<file path="src/rtl/mac_input_feeder.sv">
// ---------------------------------------------------------------------------
// mac_input_feeder
//
// Upstream stage of the saturating MAC. Operand pairs (a,b) arrive on a
// valid/ready stream and are buffered in a small circular FIFO. A start
// command with frame_len issues exactly frame_len pairs to the MAC as
// registered a/b values with a one-cycle valid_in pulse per pair. done then
// pulses once. The MAC cannot stall, so all pacing and stalling happens here.
//
// Optional feature:
//   MAC_FEEDER_STATS_EN  when defined, adds output stall_cycles[15:0]. It
//                        counts RUN cycles spent waiting on an empty FIFO.
//                        The counter saturates at 16'hFFFF and clears on an
//                        accepted start or on reset.
//
// Parameters:
//   WIDTH  operand width (signed two's complement), must match the MAC
//   DEPTH  FIFO entries, power of two, >= 2
//   LENW   width of frame_len and of the issued-pair counter
//
// Ports:
//   clk           in   rising-edge clock
//   reset         in   synchronous, active-high reset
//   in_valid      in   producer has a pair on in_a/in_b
//   in_a, in_b    in   operand pair (signed)
//   in_ready      out  FIFO can accept a pair (driven from registers only)
//   start         in   begin a frame; sampled only in IDLE
//   frame_len     in   number of pairs to issue; captured on accepted start
//   a, b          out  registered operands to the MAC
//   valid_in      out  one-cycle pulse per issued pair
//   busy          out  high in RUN and DONE
//   done          out  one-cycle pulse in the cycle after the last valid_in
//   level         out  FIFO occupancy, 0..DEPTH
//   stall_cycles  out  (MAC_FEEDER_STATS_EN only) empty-FIFO cycles in RUN
// ---------------------------------------------------------------------------
module mac_input_feeder #(
   parameter int WIDTH = 10,
   parameter int DEPTH = 8,
   parameter int LENW  = 16,
   localparam int AW   = $clog2(DEPTH)
) (
   input  logic             clk,
   input  logic             reset,
   input  logic             in_valid,
   input  logic [WIDTH-1:0] in_a,
   input  logic [WIDTH-1:0] in_b,
   output logic             in_ready,
   input  logic             start,
   input  logic [LENW-1:0]  frame_len,
   output logic [WIDTH-1:0] a,
   output logic [WIDTH-1:0] b,
   output logic             valid_in,
   output logic             busy,
   output logic             done,
   output logic [AW:0]      level
`ifdef MAC_FEEDER_STATS_EN
   ,
   output logic [15:0]      stall_cycles
`endif
);

   typedef enum logic [1:0] {
      IDLE = 2'd0,
      RUN  = 2'd1,
      DONE = 2'd2
   } state_t;

   state_t state;
   state_t next_state;

   // FIFO storage and pointers
   logic [WIDTH-1:0] mem_a [DEPTH];
   logic [WIDTH-1:0] mem_b [DEPTH];
   logic [AW:0]      wr_ptr;
   logic [AW:0]      rd_ptr;
   logic             full;
   logic             empty;
   logic             wr_en;
   logic             pop;

   // frame bookkeeping
   logic [LENW-1:0]  len_q;
   logic [LENW-1:0]  issued;
   logic             start_acc;
   logic             remaining;

   // The pointers carry one extra wrap bit: equal pointers mean empty, and
   // pointers that differ only in the wrap bit mean full.
   assign full  = (wr_ptr[AW] != rd_ptr[AW]) &&
                  (wr_ptr[AW-1:0] == rd_ptr[AW-1:0]);
   assign empty = (wr_ptr == rd_ptr);
   assign level = wr_ptr - rd_ptr;

   // in_ready depends only on registered pointers, never on in_valid, and a
   // full FIFO refuses a write even when a pop frees a slot the same cycle.
   assign in_ready = !full;
   assign wr_en    = in_valid && !full;

   assign start_acc = (state == IDLE) && start;
   assign remaining = (issued != len_q);

   // A pair is popped only while the frame still owes pairs, so the cycle in
   // which issued reaches len_q never pops, and it is the valid_in cycle of
   // the last pair.
   assign pop = (state == RUN) && !empty && remaining;

   // FIFO write side
   always_ff @(posedge clk) begin
      if (wr_en) begin
         mem_a[wr_ptr[AW-1:0]] <= in_a;
         mem_b[wr_ptr[AW-1:0]] <= in_b;
      end
   end

   // FIFO pointer update; reset discards any buffered pairs.
   always_ff @(posedge clk) begin
      if (reset) begin
         wr_ptr <= '0;
         rd_ptr <= '0;
      end else begin
         if (wr_en) begin
            wr_ptr <= wr_ptr + 1'b1;
         end
         if (pop) begin
            rd_ptr <= rd_ptr + 1'b1;
         end
      end
   end

   // Frame length capture and issued-pair counter
   always_ff @(posedge clk) begin
      if (reset) begin
         len_q  <= '0;
         issued <= '0;
      end else if (start_acc) begin
         len_q  <= frame_len;
         issued <= '0;
      end else if (pop) begin
         issued <= issued + LENW'(1);
      end
   end

   // Registered MAC operands: a/b load only on a pop and otherwise hold the
   // last issued pair, so a stall leaves them untouched.
   always_ff @(posedge clk) begin
      if (reset) begin
         a        <= '0;
         b        <= '0;
         valid_in <= 1'b0;
      end else begin
         valid_in <= pop;
         if (pop) begin
            a <= mem_a[rd_ptr[AW-1:0]];
            b <= mem_b[rd_ptr[AW-1:0]];
         end
      end
   end

   // FSM state register
   always_ff @(posedge clk) begin
      if (reset) begin
         state <= IDLE;
      end else begin
         state <= next_state;
      end
   end

   // FSM next-state logic. RUN leaves once the count is complete, one cycle
   // after the final pop, so that done lands right after the last valid_in.
   always_comb begin
      next_state = state;
      case (state)
         IDLE: begin
            if (start) begin
               next_state = (frame_len == '0) ? DONE : RUN;
            end
         end
         RUN: begin
            if (!remaining) begin
               next_state = DONE;
            end
         end
         DONE: begin
            next_state = IDLE;
         end
         default: begin
            next_state = IDLE;
         end
      endcase
   end

   // FSM outputs
   always_comb begin
      busy = 1'b0;
      done = 1'b0;
      case (state)
         RUN: begin
            busy = 1'b1;
         end
         DONE: begin
            busy = 1'b1;
            done = 1'b1;
         end
         default: begin
            busy = 1'b0;
            done = 1'b0;
         end
      endcase
   end

`ifdef MAC_FEEDER_STATS_EN
   // Stall counter: RUN cycles where pairs are still owed but none is buffered.
   always_ff @(posedge clk) begin
      if (reset) begin
         stall_cycles <= '0;
      end else if (start_acc) begin
         stall_cycles <= '0;
      end else if ((state == RUN) && empty && remaining &&
                   (stall_cycles != 16'hFFFF)) begin
         stall_cycles <= stall_cycles + 16'd1;
      end
   end
`endif

endmodule

</file>
<file path="config.mk">
export PLATFORM = sky130hd
export DESIGN_NAME = mac_input_feeder
export DESIGN_NICKNAME = d
export VERILOG_FILES = /design/src/rtl/mac_input_feeder.sv
export SDC_FILE = /design/constraint.sdc
export NUM_CORES = 1
export LEC_CHECK = 0
export ABC_CLOCK_PERIOD_IN_PS = 6100
export CAP_MARGIN = 20
export CORE_UTILIZATION = 45
export CTS_CLUSTER_DIAMETER = 60
export DETAILED_ROUTE_END_ITERATION = 10
export DONT_BUFFER_PORTS = 1
export SYNTH_ARGS = -nofsm -noshare
export SYNTH_HDL_FRONTEND = slang
export SYNTH_SLANG_ARGS = --single-unit
</file>
<file path="constraint.sdc">
create_clock -name clk -period 6.1 [get_ports clk]
set_input_delay 0.305 -clock clk [delete_from_list [all_inputs] [get_ports clk]]
set_output_delay 0.305 -clock clk [all_outputs]
set_load 0.1 [all_outputs]
</file>
==> run summary <==
In this run the standard cell core region covers 19700 sq um. The area share of the largest cell type after synthesis came out at 52.8%. Counting flops with a built-in enable in the synthesized netlist gives 160. The number of top-level pins came out at 68. Setup violations remaining at the end of the flow were counted as 0. The register bit count reported by yosys came out at 223. The level count of the clock H-tree came out at 1. A synthesized cell averages 15.5 sq um.

The critical hold path startpoint is start. Tracing the worst setup path back leads to its startpoint at rd_ptr[2]$_SDFFE_PP0P_. The highest achievable clock rate came out at 316 MHz. The number of antenna diodes in the final layout is 0. After global routing the overflow that remains totals 0.

The tree built by TritonCTS fans out to 223 sinks. The largest driver fanout on the critical path is 47. The number of setup buffers added after CTS came out at 0. The maximum number of pins on one net before global-route repair came out at 48. The worst reg2reg path depth is 8.

The source-to-sink clock delay at the later pin of the worst-skew pair came out at 0.52 ns. In this run the critical register-to-register path is launched from rd_ptr[2]$_SDFFE_PP0P_. The synthesized design spends more area on one cell type than any other, namely sky130_fd_sc_hd__edfxtp_1. The count of warnings emitted by yosys came out at 0. The number of gates resized after CTS was 0.

The critical path data required time is 6.53 ns. The fraction of layout instances using a drive strength above 1 is 18.5%. Broken down by cell family, the worst path's largest delay share belongs to simple AND/OR/NAND/NOR gates.

The final wirelength came out at 18600 um. The critical path in this run is classified as flop to flop. The worst hold path belongs to the class input pin to flop. The flow ran to the end, and the final reports show no timing, DRC or antenna violations. Across the run, the number of max-cap violations was 0. The first detailed-routing pass took 4 iterations. The largest individual stage delay along the critical path comes from the cell sky130_fd_sc_hd__or2_2. The starting density of the core is 46.3%. The first-pass GRT wire length is 29200 um. The count of vias placed by the detailed router came out at 5134. For this run, the leading register cell type out of synthesis is sky130_fd_sc_hd__edfxtp_1. The number of fill cells came out at 1636. Walking the worst path, the cells encountered are clkinv_1 > buf_4 > ha_1 > nand3_1 > or2_2 > nand2_2 > or4_2 > a21oi_1. The tree is rooted in a sky130_fd_sc_hd__clkbuf_16.

Adding up every negative setup slack in the final design gives 0 ns. The max-slew violation count was 0. The proportion of register bits with asynchronous set or reset after synthesis is 0%. The kind of capture point of the worst setup path is a flop. The final-stage net count is 679.

The power per cell area came out at 330 nW/um^2. After detailed routing, the number of remaining DRC violations is 0. The total routing resource utilization after global routing is 18.9%. The relative slew slack is 30.8%.

The total number of cells along the worst setup path came out at 8. The layout overhead on the synthesized area came out at 15.7%. TritonCTS built the clock tree.

The placed wire-length estimate after detailed placement came out at 11700 um. The detail route stage leaves a number of antenna-violating nets equal to 0. The number of global-route vias before repair is 5143. The post-route clock period utilization is 51.8%.

The post-layout minimum cycle time came out at 3.16 ns. Synthesis produced a netlist whose cell count is 588. The number of design-rule violations left by the first detailed-router iteration came out at 265. Counting the buffers created by CTS gives 23.

The slew at the pin with the worst max-slew slack came out at 1.03 ns. The largest clock skew in the final design came out at 0.0162 ns. The number of endpoints with negative hold slack in the final report came out at 0.

The post-synthesis cell type count is 54. The post-synthesis net count is 638. By area the synthesized netlist is led by sky130_fd_sc_hd__edfxtp_1, sky130_fd_sc_hd__dfxtp_1, sky130_fd_sc_hd__mux4_2. The number of cell rows is 51. The maximum vdd drop came out at 0.000223 V. Measured along the y axis, the die boundary spans 144 um.

The final non-filler cell area came out at 10500 sq um. The total cell area at the placement stage is 9450 sq um. Port buffering added 0 buffers. The worst setup path is launched from a flop. The chip width came out at 144 um. The area of the die is 20800 sq um. The ratio of routed vias to standard cells came out at 5.65. The worst endpoint data arrival time is 3.59 ns. The sequential area share after synthesis is 66.6%. The number of buffers and inverters on the critical path is 2. At the end of routability-driven placement, the weighted congestion stood at 0.814.

The worst hold path cell count is 2. The initial antenna violation count came out at 0. The clock transition at the registers of the reported paths is 0.06 ns. Setup repair after global routing left no endpoint under its margin. The synthesized cell area came out at 9100 sq um. The worst-case clock buffer depth came out at 3. The peak per-stage delay on the critical path came out at 0.73 ns. The static leakage power came out at 0.00343 uW. The detail-routed net length per standard cell is 20.5 um.
[registers in the layout (all words and copies together), names as in the netlist, 2 cells and up]
register	flops
state	2
rd_ptr	4
mem_b	80
a	10
issued	16
len_q	16
mem_a	80
b	10
wr_ptr	4
[worst paths after layout]
path                                                to  slack [ns]
worst max-delay path            issued[6]$_SDFFE_PP0P_        2.94
worst min-delay path             state[1]$_SDFFE_PP0P_        0.02
worst min register to register  len_q[14]$_SDFFE_PP0P_        0.47
worst max register to register  issued[6]$_SDFFE_PP0P_        2.94
[metrics by stage]
| stage | setup slack [ns] | std cells | util [%] | hold WS [ns] | power [uW] |
|---|---|---|---|---|---|
| finish | 2.94 | 909 | 53.6 | 0.0224 | 3480 |
| floorplan | 2.67 | 588 | - | 0.404 | 2140 |
| detailed placement | 2.86 | 831 | 48.1 | 0.382 | 2190 |
| global placement | 3.00 | 826 | 47.5 | 0.380 | 2170 |
| global route | 2.71 | 909 | 53.6 | 0.0429 | 3610 |
| CTS | 2.84 | 908 | 53.5 | 0.000523 | 3510 |
[cell families (layout without fill, tap and decap cells)]
kind of cell               Yosys count  count (layout)  synth area share, %
muxes                               62              62                 12.3
xor gates and xnor gates            20              20                 2.01
buffers and inverters               50             106                 3.00
DFF                                223             223                 66.6
adders and majority gates           10              10                 1.46
AOI/OAI and AO/OA                  105             105                 7.97
and+or+nand+nor                    118             118                 6.61
[metal layers]
layer	wire [um]	vias up	track usage, %
li1	-	2407	-
met1	8030	2583	24.3
met2	9400	114	32.6
met3	794	30	3.25
met4	390	0	5.98
met5	0	-	0
[synthesized netlist by cell type (7+ instances only)]
library cell	n
sky130_fd_sc_hd__a21oi_1	55
sky130_fd_sc_hd__a311oi_1	19
sky130_fd_sc_hd__buf_2	9
sky130_fd_sc_hd__clkbuf_1	17
sky130_fd_sc_hd__dfxtp_1	63
sky130_fd_sc_hd__edfxtp_1	160
sky130_fd_sc_hd__ha_1	9
sky130_fd_sc_hd__inv_1	12
sky130_fd_sc_hd__mux2i_1	22
sky130_fd_sc_hd__mux4_2	40
sky130_fd_sc_hd__nand2_1	47
sky130_fd_sc_hd__nand3_1	8
sky130_fd_sc_hd__nand4_1	12
sky130_fd_sc_hd__nor2_1	15
sky130_fd_sc_hd__nor4_1	7
sky130_fd_sc_hd__o31ai_1	8
sky130_fd_sc_hd__xnor2_1	17
[placed cells by master, fill, tap and decap left out, types with 3 or more instances in the layout]
cell	instances
sky130_fd_sc_hd__o31ai_1	8
sky130_fd_sc_hd__clkbuf_1	7
sky130_fd_sc_hd__nor4_1	7
sky130_fd_sc_hd__clkbuf_16	23
sky130_fd_sc_hd__ha_1	9
sky130_fd_sc_hd__nor2_2	6
sky130_fd_sc_hd__nor2_1	9
sky130_fd_sc_hd__mux2i_1	22
sky130_fd_sc_hd__o21ai_1	3
sky130_fd_sc_hd__inv_1	12
sky130_fd_sc_hd__o21ai_0	3
sky130_fd_sc_hd__or4_2	6
sky130_fd_sc_hd__nand3_1	8
sky130_fd_sc_hd__or4_1	3
sky130_fd_sc_hd__nor3_2	3
sky130_fd_sc_hd__or3_2	3
sky130_fd_sc_hd__clkinv_1	7
sky130_fd_sc_hd__edfxtp_1	160
sky130_fd_sc_hd__dlygate4sd3_1	36
sky130_fd_sc_hd__xnor2_1	16
sky130_fd_sc_hd__mux4_2	40
sky130_fd_sc_hd__a311oi_1	19
sky130_fd_sc_hd__nand4_1	12
sky130_fd_sc_hd__buf_16	4
sky130_fd_sc_hd__a21oi_1	55
sky130_fd_sc_hd__buf_4	10
sky130_fd_sc_hd__nand2_1	47
sky130_fd_sc_hd__or3_1	3
sky130_fd_sc_hd__dfxtp_1	61
[final cells by class]
| type | count | area, sq um | share of cell area, % |
|---|---|---|---|
| Tap cell | 265 | 332 | 3.15 |
| Inverter | 13 | 48.8 | 0.463 |
| Clock inverter | 10 | 82.6 | 0.784 |
| Multi-Input combinational cell | 315 | 2810 | 26.6 |
| Sequential cell | 223 | 6070 | 57.6 |
| Clock buffer | 30 | 602 | 5.72 |
| Timing Repair Buffer | 53 | 592 | 5.62 |
[where the power goes]
group / total, uW / leakage [uW] / internal [uW] / switching, uW
sequential: 1800 / 0.00197 / 1670 / 121
combinational: 395 / 0.00113 / 133 / 262
clock: 1290 / 0.000333 / 738 / 549
total: 3480 / 0.00343 / 2550 / 932
[timing repair]
action,in CTS,in global routing
endpoints found under the setup margin,0,0
hold buffers,37,0
hold endpoints to repair,207,0
Note: power is estimated with default switching activity, not from simulation.
